$ cat src/rtl/im_cache_pkg.sv
// Shared constants, FSM state type and address slicing for the I-cache refill controller.
// Address layout: {tag[31:7], index[6], offset[5:0]}.
package im_cache_pkg;

    localparam int TAG_W  = 25;
    localparam int IDX_W  = 1;
    localparam int OFF_W  = 6;
    localparam int LINE_W = 512;
    localparam int WAYS   = 8;
    localparam int WAY_W  = 3;
    localparam int SETS   = 1 << IDX_W;
    localparam int ADDR_W = 32;

    localparam int IDX_LSB = OFF_W;
    localparam int TAG_LSB = OFF_W + IDX_W;
    localparam int FLUSH_W = IDX_W + WAY_W;

    typedef enum logic [2:0] {
        IDLE,
        LOOKUP,
        MEM_REQ,
        FILL,
        FLUSH
    } refillState_t;

    function automatic logic [WAYS-1:0] wayOneHot(input logic [WAY_W-1:0] way);
        logic [WAYS-1:0] oneHot;
        oneHot      = '0;
        oneHot[way] = 1'b1;
        return oneHot;
    endfunction

endpackage

$ cat src/rtl/im_victim_sel.sv
// Victim way selection: lowest invalid way per set, else per-set round-robin pointer.
// Latency: victim is combinational from lookupSet; state updates on the fill/flush strobe edge.
// Backpressure: none, strobes are always accepted.
module im_victim_sel
    import im_cache_pkg::*;
(
    input  logic             clk,
    input  logic             reset,
    input  logic [IDX_W-1:0] lookupSet,
    input  logic             fillEn,
    input  logic             flushEn,
    output logic [WAYS-1:0]  victimOneHot
);

    logic [SETS-1:0][WAYS-1:0]  shadowValid;
    logic [SETS-1:0][WAY_W-1:0] rrPtr;
    logic [WAY_W-1:0]           victimIdx;
    logic                       allValid;

    // Walk from the top so the lowest invalid way wins.
    always_comb begin
        allValid  = &shadowValid[lookupSet];
        victimIdx = rrPtr[lookupSet];
        for (int w = WAYS - 1; w >= 0; w--) begin
            if (!shadowValid[lookupSet][w]) begin
                victimIdx = WAY_W'(w);
            end
        end
        victimOneHot = wayOneHot(victimIdx);
    end

    always_ff @(posedge clk or posedge reset) begin
        if (reset) begin
            shadowValid <= '0;
            rrPtr       <= '0;
        end else if (flushEn) begin
            shadowValid <= '0;
            rrPtr       <= '0;
        end else if (fillEn) begin
            shadowValid[lookupSet][victimIdx] <= 1'b1;
            if (allValid) begin
                rrPtr[lookupSet] <= rrPtr[lookupSet] + 1'b1;
            end
        end
    end

endmodule

$ cat src/rtl/im_refill_ctrl.sv
// I-cache lookup/refill/flush sequencer; define IM_PERF_CNT_EN to add hit/miss counters.
// Latency: hit 1 cycle after acceptance; miss 1 + memory latency + 2; flush 16 cycles.
// Backpressure: cpu_ready low outside IDLE; mem_req held until mem_rvalid.
module im_refill_ctrl
    import im_cache_pkg::*;
(
    input  logic                clk,
    input  logic                reset,
    input  logic                cpu_req,
    input  logic [ADDR_W-1:0]   cpu_addr,
    output logic                cpu_ready,
    output logic                rsp_valid,
    input  logic                flush_req,
    output logic                flush_done,
    output logic                arr_select,
    output logic [IDX_W-1:0]    arr_set,
    output logic [TAG_W-1:0]    arr_tag,
    output logic [OFF_W-1:0]    arr_offset,
    output logic                arr_valid,
    output logic                arr_write,
    output logic [WAYS-1:0]     arr_line_sel,
    output logic [LINE_W-1:0]   arr_line,
    input  logic                arr_hit,
    output logic                mem_req,
    output logic [ADDR_W-OFF_W-1:0] mem_addr,
    input  logic                mem_rvalid,
`ifdef IM_PERF_CNT_EN
    output logic [31:0]         perf_hits,
    output logic [31:0]         perf_misses,
`endif
    input  logic [LINE_W-1:0]   mem_rdata
);

    refillState_t        state, stateNext;
    logic [ADDR_W-1:0]   addrQ;
    logic [LINE_W-1:0]   fillBuf;
    logic                replayQ;
    logic                errSticky;
    logic [FLUSH_W-1:0]  flushCnt;

    logic                acceptReq, captureLine, fillEn, flushEn, replayMiss;
    logic [WAYS-1:0]     victimOneHot;

    logic [TAG_W-1:0]    tagQ;
    logic [IDX_W-1:0]    idxQ;
    logic [OFF_W-1:0]    offQ;

    assign tagQ = addrQ[ADDR_W-1:TAG_LSB];
    assign idxQ = addrQ[TAG_LSB-1:IDX_LSB];
    assign offQ = addrQ[OFF_W-1:0];

    im_victim_sel uVictim (
        .clk          (clk),
        .reset        (reset),
        .lookupSet    (idxQ),
        .fillEn       (fillEn),
        .flushEn      (flushEn),
        .victimOneHot (victimOneHot)
    );

    always_comb begin
        stateNext    = state;
        cpu_ready    = 1'b0;
        rsp_valid    = 1'b0;
        flush_done   = 1'b0;
        arr_select   = 1'b0;
        arr_set      = '0;
        arr_tag      = '0;
        arr_offset   = '0;
        arr_valid    = 1'b0;
        arr_write    = 1'b0;
        arr_line_sel = '0;
        arr_line     = '0;
        mem_req      = 1'b0;
        mem_addr     = '0;
        acceptReq    = 1'b0;
        captureLine  = 1'b0;
        fillEn       = 1'b0;
        flushEn      = 1'b0;
        replayMiss   = 1'b0;
        case (state)
            IDLE: begin
                cpu_ready = 1'b1;
                if (flush_req) begin
                    stateNext = FLUSH;
                end else if (cpu_req) begin
                    acceptReq = 1'b1;
                    stateNext = LOOKUP;
                end
            end
            LOOKUP: begin
                arr_select = 1'b1;
                arr_set    = idxQ;
                arr_tag    = tagQ;
                arr_offset = offQ;
                if (arr_hit) begin
                    rsp_valid = 1'b1;
                    stateNext = IDLE;
                end else if (replayQ) begin
                    // A just-filled line that still misses: give up rather than loop.
                    replayMiss = 1'b1;
                    stateNext  = IDLE;
                end else begin
                    stateNext = MEM_REQ;
                end
            end
            MEM_REQ: begin
                mem_req  = 1'b1;
                mem_addr = {tagQ, idxQ};
                if (mem_rvalid) begin
                    captureLine = 1'b1;
                    stateNext   = FILL;
                end
            end
            FILL: begin
                arr_write    = 1'b1;
                arr_line_sel = victimOneHot;
                arr_tag      = tagQ;
                arr_valid    = 1'b1;
                arr_line     = fillBuf;
                arr_set      = idxQ;
                fillEn       = 1'b1;
                stateNext    = LOOKUP;
            end
            FLUSH: begin
                arr_write    = 1'b1;
                arr_set      = flushCnt[WAY_W +: IDX_W];
                arr_line_sel = wayOneHot(flushCnt[WAY_W-1:0]);
                if (&flushCnt) begin
                    flushEn    = 1'b1;
                    flush_done = 1'b1;
                    stateNext  = IDLE;
                end
            end
            default: stateNext = IDLE;
        endcase
    end

    always_ff @(posedge clk or posedge reset) begin
        if (reset) begin
            state     <= IDLE;
            addrQ     <= '0;
            replayQ   <= 1'b0;
            errSticky <= 1'b0;
            flushCnt  <= '0;
        end else begin
            state     <= stateNext;
            errSticky <= errSticky | replayMiss;
            if (acceptReq) begin
                addrQ   <= cpu_addr;
                replayQ <= 1'b0;
            end else if (fillEn) begin
                replayQ <= 1'b1;
            end
            flushCnt <= (state == FLUSH) ? flushCnt + 1'b1 : '0;
        end
    end

    always_ff @(posedge clk) begin
        if (captureLine) begin
            fillBuf <= mem_rdata;
        end
    end

`ifdef IM_PERF_CNT_EN
    logic firstLookup;
    assign firstLookup = (state == LOOKUP) && !replayQ;

    always_ff @(posedge clk or posedge reset) begin
        if (reset) begin
            perf_hits   <= '0;
            perf_misses <= '0;
        end else if (flushEn) begin
            perf_hits   <= '0;
            perf_misses <= '0;
        end else if (firstLookup) begin
            if (arr_hit && !(&perf_hits)) begin
                perf_hits <= perf_hits + 1'b1;
            end
            if (!arr_hit && !(&perf_misses)) begin
                perf_misses <= perf_misses + 1'b1;
            end
        end
    end
`endif

endmodule
$ cat config.mk
export PLATFORM = sky130hd
export DESIGN_NAME = im_refill_ctrl
export DESIGN_NICKNAME = d
export VERILOG_FILES = /design/src/rtl/im_cache_pkg.sv /design/src/rtl/im_victim_sel.sv /design/src/rtl/im_refill_ctrl.sv
export SDC_FILE = /design/constraint.sdc
export NUM_CORES = 1
export LEC_CHECK = 0
export ABC_AREA = 0
export CAP_MARGIN = 10
export CORE_AREA = 8 8 430 432
export CTS_BUF_LIST = sky130_fd_sc_hd__clkbuf_4
export CTS_CLUSTER_DIAMETER = 80
export DETAILED_ROUTE_END_ITERATION = 12
export DIE_AREA = 0 0 438 440
export MAX_ROUTING_LAYER = met4
export PLACE_DENSITY = 0.33
export SETUP_SLACK_MARGIN = 0.05
export SYNTH_ARGS = -nofsm -noshare
export SYNTH_HDL_FRONTEND = slang
export SYNTH_SLANG_ARGS = --single-unit
$ cat constraint.sdc
create_clock -name clk -period 17.48 [get_ports clk]
set_input_delay 3.496 -clock clk [delete_from_list [all_inputs] [get_ports clk]]
set_output_delay 3.496 -clock clk [all_outputs]
set_load 0.005 [all_outputs]
==> summary.md, run 1 <==
| Metric | Value |
|---|---|
| Post-synth top cells | `and2_1, edfxtp_1, dfrtp_1` |
| Number of setup violations in the final report | `0` |
| Worst Setup End Kind | `primary output` |
| Worst reg2reg endpoint | `fillBuf[406]` |
| Post-detail-place hpwl | `102 mm` |
| GPL Wtd Cong | `0.795` |
| WL final | `128 mm` |
| Initial antenna violation count | `70` |
| DRT antenna net count | `0` |
| Ranking of synthesized cells by area | `edfxtp_1, and2_1, dfrtp_1, mux2_2, clkbuf_2` |
| Synth top area share | `0.693` |
| R2R Setup Slk | `12.23 ns` |
| Clk Tree Root Cell | `clkbuf_4` |
| Period utilization | `0.508` |
| DRT iter0 DRCs | `676` |
| Clock insertion delay at the later pin of the skew report | `1.20 ns` |
| Remaining DRCs | `0` |
| Status | `finished, final reports clean` |
| Global route overflow | `0` |
| Post-synthesis to final-layout area growth | `74.8%` |
| Number of synthesized flops with an enable pin | `512` |
| Top_reg_cell synth | `edfxtp_1` |
| Largest net degree at the start of global routing | `178` |
| Final hold vios | `0` |
| Seq/Total Area, Yosys | `0.763` |
| Cell taking the most area after synthesis | `edfxtp_1` |
| HP Start | `addrQ[0]` |
| Worst VDD drop | `0.0636 mV` |
| Hold Path Stages | `1` |
| CTS Sinks | `574` |
| Post-Layout Cell Count | `5215` |
| Number of port buffers | `1134` |
| Slew HR | `0.218` |
| RSZ-0062 raised after global routing | `no` |
| Ports | `1135` |
| Nets | `3212` |
| First-pass GRT wire length | `165 mm` |
| Final Skew | `0.0812 ns` |
| WP data required | `13.98 ns` |
| Vias | `16.5k` |
| Crit Path Max Fanout | `177` |
| Core area | `178000 µm²` |
| Setup tns final | `0 ns` |
| Final min period | `8.88 ns` |
| #FFs+latches synth | `574` |
| Vias per cell | `3.15` |
| Critical path class | `reg2out` |
| Post-Syn Area per Cell | `15.9 µm²` |
| R2R cell count | `6` |
| Rows | `155` |
| CP Launch Type | `flip-flop` |
| Cts hold-fix bufs | `0` |
| Crit-path cells | `nand3b_4 -> inv_8 -> buf_4 -> buf_6 -> buf_16 -> and2_1 -> clkdlybuf4s50_1` |
| Count of pins over their slew limit | `0` |
| Worst hold endpoint | `addrQ[0]` |
| Die H | `440 µm` |
| Synth Cell Area | `22200 µm²` |
| Pwr Total | `3.24 mW` |
| Fillers | `19.2k` |
| Post-synth ARST share | `0.108` |
| Top-count cell post-synth | `and2_1` |
| Vias in the first global route | `17.6k` |
| Max Fclk | `0.113 GHz` |
| Yosys cell types | `53` |
| Syn nets | `1947` |
| PwrDens | `83.6 nW/µm²` |
| Die ar. | `193000 µm²` |
| Starting Density | `0.125` |
| Cts repair resizes | `0` |
| Lkg Pwr | `13.3 nW` |
| Max_cap viols | `0` |
| Die W | `438 µm` |
| Hold Path Class | `reg2reg` |
| TritonRoute pass-1 iters | `4` |
| Share of post-route cells with drive strength above 1 | `0.127` |
| Setup bufs post-CTS | `0` |
| Clock transition at path regs | `0.07 ns` |
| Num CTS Buffers | `186` |
| Critical path arrival | `5.38 ns` |
| Cells after synthesis | `1395` |
| Cells after DPL | `4827` |
| Worst-margin pin slew | `1.17 ns` |
| Worst stage delay on the critical path | `0.81 ns` |
| Synthesis Warnings | `0` |
| CTS tree | `yes` |
| Drt wl/cell | `24.5 µm` |
| GRT Util Overall | `0.130` |
| Maximum root-to-sink buffer count | `3` |
| H-tree depth | `4` |
| Worst r2r src | `state[1]` |
| Crit-path slowest cell | `buf_4` |
## through the flow
step / cell area [µm²] / util / setup slack, ns / hold slack [ns]
6_report: 38800 / 0.218 / 8.60 / 0.500
5_1_grt: 38700 / 0.218 / 7.95 / 0.511
4_1_cts: 38600 / 0.217 / 8.10 / 0.506
3_5_place_dp: 36300 / 0.204 / 9.37 / 0.489
3_3_place_gp: 36300 / 0.204 / 9.11 / 0.479
2_1_floorplan: 22200 / - / 1.55 / 0.462
## worst max path at each step
stage / startpoint / end / slack, ns
after global routing: state[2] / arr_line[419] / 7.95
after detailed placement: arr_hit / rsp_valid / 9.37
after floorplan: mem_rvalid / fillBuf[0] / 1.55
final: state[2] / arr_line[419] / 8.60
after CTS: state[2] / arr_line[419] / 8.10
after global placement: state[2] / arr_line[419] / 9.11
## power breakdown
part | switching [mW] | total, mW | internal (mW) | leakage (nW)
clock network | 0.682 | 1.39 | 0.709 | 1.36
logic | 0.0969 | 0.279 | 0.182 | 6.51
registers | 0.0352 | 1.57 | 1.54 | 5.40
## kinds of logic after synthesis
kind of cell,share of synthesized area
compound gates,0.0179
simple gates,0.180
buf+inv,0.0161
xor+xnor,0.00198
mux,0.0196
fa+ha+maj,0.00113
flops,0.763
## layer usage
| layer | track usage | share of wire | vias to the layer above |
|---|---|---|---|
| li1 | - | - | 7616 |
| met1 | 0.126 | 0.35 | 7952 |
| met2 | 0.228 | 0.53 | 683 |
| met3 | 0.0569 | 0.086 | 200 |
| met4 | 0.0546 | 0.033 | 0 |
| met5 | - | 0 | - |
## flip-flops by register name, summed over array words and instances, names as in the netlist
signal               cells
uVictim.shadowValid     16
uVictim.rrPtr            6
state                    3
replayQ                  1
addrQ                   32
fillBuf                512
flushCnt                 4
## layout by cell type (no fill, tap or decap), drive strengths merged, types with 17 or more instances in the layout
master and count:
clkdlybuf4s50 1134, clkinv 49, dfrtp 62, mux2 33
nor2 17, edfxtp 512, diode 64, nand2 20
clkbuf 265, and2 574
## area by class of cell
| type | instances | area, µm² | area share |
|---|---|---|---|
| diodes | 64 | 160 | 0.00413 |
| clock buffers | 265 | 1990 | 0.0513 |
| clock inverters | 59 | 295 | 0.00762 |
| inverters | 6 | 31.3 | 0.000807 |
| multi-input cells | 743 | 4900 | 0.126 |
| flip-flops and latches | 574 | 16900 | 0.437 |
| well taps | 2355 | 2950 | 0.0760 |
| repair buffers | 1149 | 11500 | 0.297 |
## critical path: cells and delay by family (launching register included)
kind | cells | cell delay [ns]
buf+inv | 5 | 2.85
simple gates | 2 | 0.56
flops | 1 | 0.49
No activity file was read; power rests on OpenSTA's default activity.
==> run 2, diff against run 1 <==
==> constraint.sdc (replaced) <==
create_clock -name clk -period 8.8 [get_ports clk]
set_input_delay 1.76 -clock clk [delete_from_list [all_inputs] [get_ports clk]]
set_output_delay 1.76 -clock clk [all_outputs]
set_load 0.005 [all_outputs]
==> summary.md, run 2 (synthesis results as in run 1) <==
| Metric | Value |
|---|---|
| Status | `finished, final reports clean` |
| Max_cap viols | `0 (unchanged)` |
| R2R Setup Slk | `5.59 ns (-6.64 ns)` |
| Worst r2r src | `state[1]` |
| Hold Path Class | `reg2reg` |
| Hold WS | `0.496 ns (-0.00416 ns)` |
| Nets | `3210 (-0.062%)` |
| CTS tree | `yes` |
| Clock transition at path regs | `0.06 ns (about the same)` |
| Worst VDD drop | `0.109 mV (+71%)` |
| Final Skew | `0.0770 ns (-0.00415 ns)` |
| Clk Tree Root Cell | `clkbuf_4` |
| Final core occ | `0.217 (-0.00108)` |
| Worst Setup End Kind | `primary output` |
| Setup tns final | `0 ns (unchanged)` |
| Most frequent cells in the layout | `clkdlybuf4s50_1, and2_1, edfxtp_1` |
| Remaining DRCs | `0 (unchanged)` |
| Core area | `178000 µm² (unchanged)` |
| GRT met2 Usage | `0.217 (-0.0109)` |
| Most common cell after layout, fill and taps aside | `clkdlybuf4s50_1` |
| CTS Sinks | `574 (unchanged)` |
| Number of setup violations in the final report | `0 (unchanged)` |
| Hold Path Stages | `1 (unchanged)` |
| DRT antenna net count | `0 (unchanged)` |
| Worst slack, placed | `3.91 ns (-5.47 ns)` |
| Worst stage delay on the critical path | `0.63 ns (-0.18 ns)` |
| Die ar. | `193000 µm² (unchanged)` |
| Post-synthesis to final-layout area growth | `73.9%` |
| Vias in the first global route | `17.3k (-1.9%)` |
| GRT Max-Usage Layer | `met2` |
| Share of post-route cells with drive strength above 1 | `0.121 (-0.00679)` |
| Cts hold-fix bufs | `0 (unchanged)` |
| Starting Density | `0.125 (unchanged)` |
| Fillers | `19.3k (+0.094%)` |
| Critical path arrival | `4.09 ns (-1.29 ns)` |
| Crit-path cells | `nand3b_4 -> inv_8 -> buf_12 -> nand3_1 -> o22ai_1 -> clkdlybuf4s50_1` |
| TritonRoute pass-1 iters | `5 (+1)` |
| Die H | `440 µm (unchanged)` |
| Die W | `438 µm (unchanged)` |
| Multi-input gate area | `4900 µm² (about the same)` |
| Worst hold endpoint | `addrQ[4]` |
| Lkg Pwr | `13.2 nW (-0.78%)` |
| Setup bufs post-CTS | `0 (unchanged)` |
| Max Fclk | `0.171 GHz` |
| Crit Path Max Fanout | `191 (+7.9%)` |
| Count of pins over their slew limit | `0 (unchanged)` |
| PwrDens | `164 nW/µm² (+96%)` |
| Setup ws final | `2.95 ns (-5.65 ns)` |
| Biggest regs | `fillBuf (512), addrQ (32), uVictim.shadowValid (16)` |
| Initial antenna violation count | `69 (-1.4%)` |
| Max reg flops | `512 (unchanged)` |
| GRT Util Overall | `0.126 (-0.00426)` |
| Number of port buffers | `1134 (unchanged)` |
| Final min period | `5.85 ns` |
| First-pass GRT wire length | `160 mm (-2.8%)` |
| Global route overflow | `0 (unchanged)` |
| Rows | `155 (unchanged)` |
| Crit-path slowest cell | `clkdlybuf4s50_1` |
| CP Launch Type | `flip-flop` |
| Worst-margin pin slew | `1.05 ns (-0.123 ns)` |
| H-tree depth | `4 (unchanged)` |
| Ports | `1135 (unchanged)` |
| GPL Wtd Cong | `0.859 (+8.0%)` |
| Worst reg2reg endpoint | `fillBuf[342]` |
| RSZ-0062 raised after global routing | `no` |
| Drt wl/cell | `24.0 µm (-2.3%)` |
| Vias | `16.4k (-0.41%)` |
| Largest net degree at the start of global routing | `192 (+7.9%)` |
| Critical path class | `reg2out` |
| WP data required | `7.04 ns (-6.94 ns)` |
| HP Start | `addrQ[4]` |
| FF+latch area | `16900 µm² (unchanged)` |
| Biggest register | `fillBuf` |
| WL final | `124 mm (-2.9%)` |
| Post-detail-place hpwl | `97.0 mm (-4.8%)` |
| Num CTS Buffers | `188 (+1.1%)` |
| Met3 Use GR | `0.0554 (-0.00160)` |
| Cts repair resizes | `0 (unchanged)` |
| Clock insertion delay at the later pin of the skew report | `1.15 ns (-0.05 ns)` |
| Period utilization | `0.665` |
| Final hold vios | `0 (unchanged)` |
| Vias per cell | `3.16 (+0.26%)` |
| DRT iter0 DRCs | `822 (+22%)` |
| Slew HR | `0.301 (+0.0823)` |
| R2R cell count | `4 (-2)` |
| GR Layer Usage met1 | `0.124 (-0.00233)` |
| Maximum root-to-sink buffer count | `3 (unchanged)` |
run 2: critical path: cells and delay by family, from the launching register on:
kind	cells	cell delay, ns
AO/OA/AOI/OAI	1	0.35
AND/OR/NAND/NOR	2	0.58
flip-flops	1	0.48
buffers and inverters	3	1.40
run 2: cell type report:
type | count | share of cell area
Antenna cell | 54 | 0.00350
Sequential cell | 574 | 0.439
Inverter | 6 | 0.000779
Multi-Input combinational cell | 743 | 0.127
Clock inverter | 47 | 0.00561
Tap cell | 2355 | 0.0764
Timing Repair Buffer | 1145 | 0.298
Clock buffer | 256 | 0.0498
run 2: metal layers:
metal	routed length, µm	share of wire
met1	43800	0.35
met2	64400	0.52
met3	11000	0.089
met4	4870	0.039
met5	0	0
run 2: power breakdown:
group,switching [mW],internal (mW),total [mW]
Sequential,0.0864,3.05,3.14
Combinational,0.173,0.359,0.532
Clock,1.34,1.33,2.66
run 2: worst max path at each step:
stage / from / to / slack (ns)
after CTS: state[2] / arr_line_sel[5] / 2.50
after global routing: state[2] / arr_line_sel[5] / 2.42
after global placement: state[2] / arr_line_sel[3] / 3.89
after floorplan: mem_rvalid / fillBuf[0] / 0.37
final: state[2] / arr_line_sel[5] / 2.95
after detailed placement: state[2] / arr_line_sel[3] / 3.91
run 2: metrics by stage:
stage | instance area, µm² | power [mW] | instances
floorplan | 22200 | 3.35 | 1395
global placement | 36300 | 3.73 | 4823
detailed placement | 36300 | 3.73 | 4823
CTS | 38400 | 6.55 | 5126
global route | 38600 | 6.71 | 5177
finish | 38600 | 6.33 | 5180
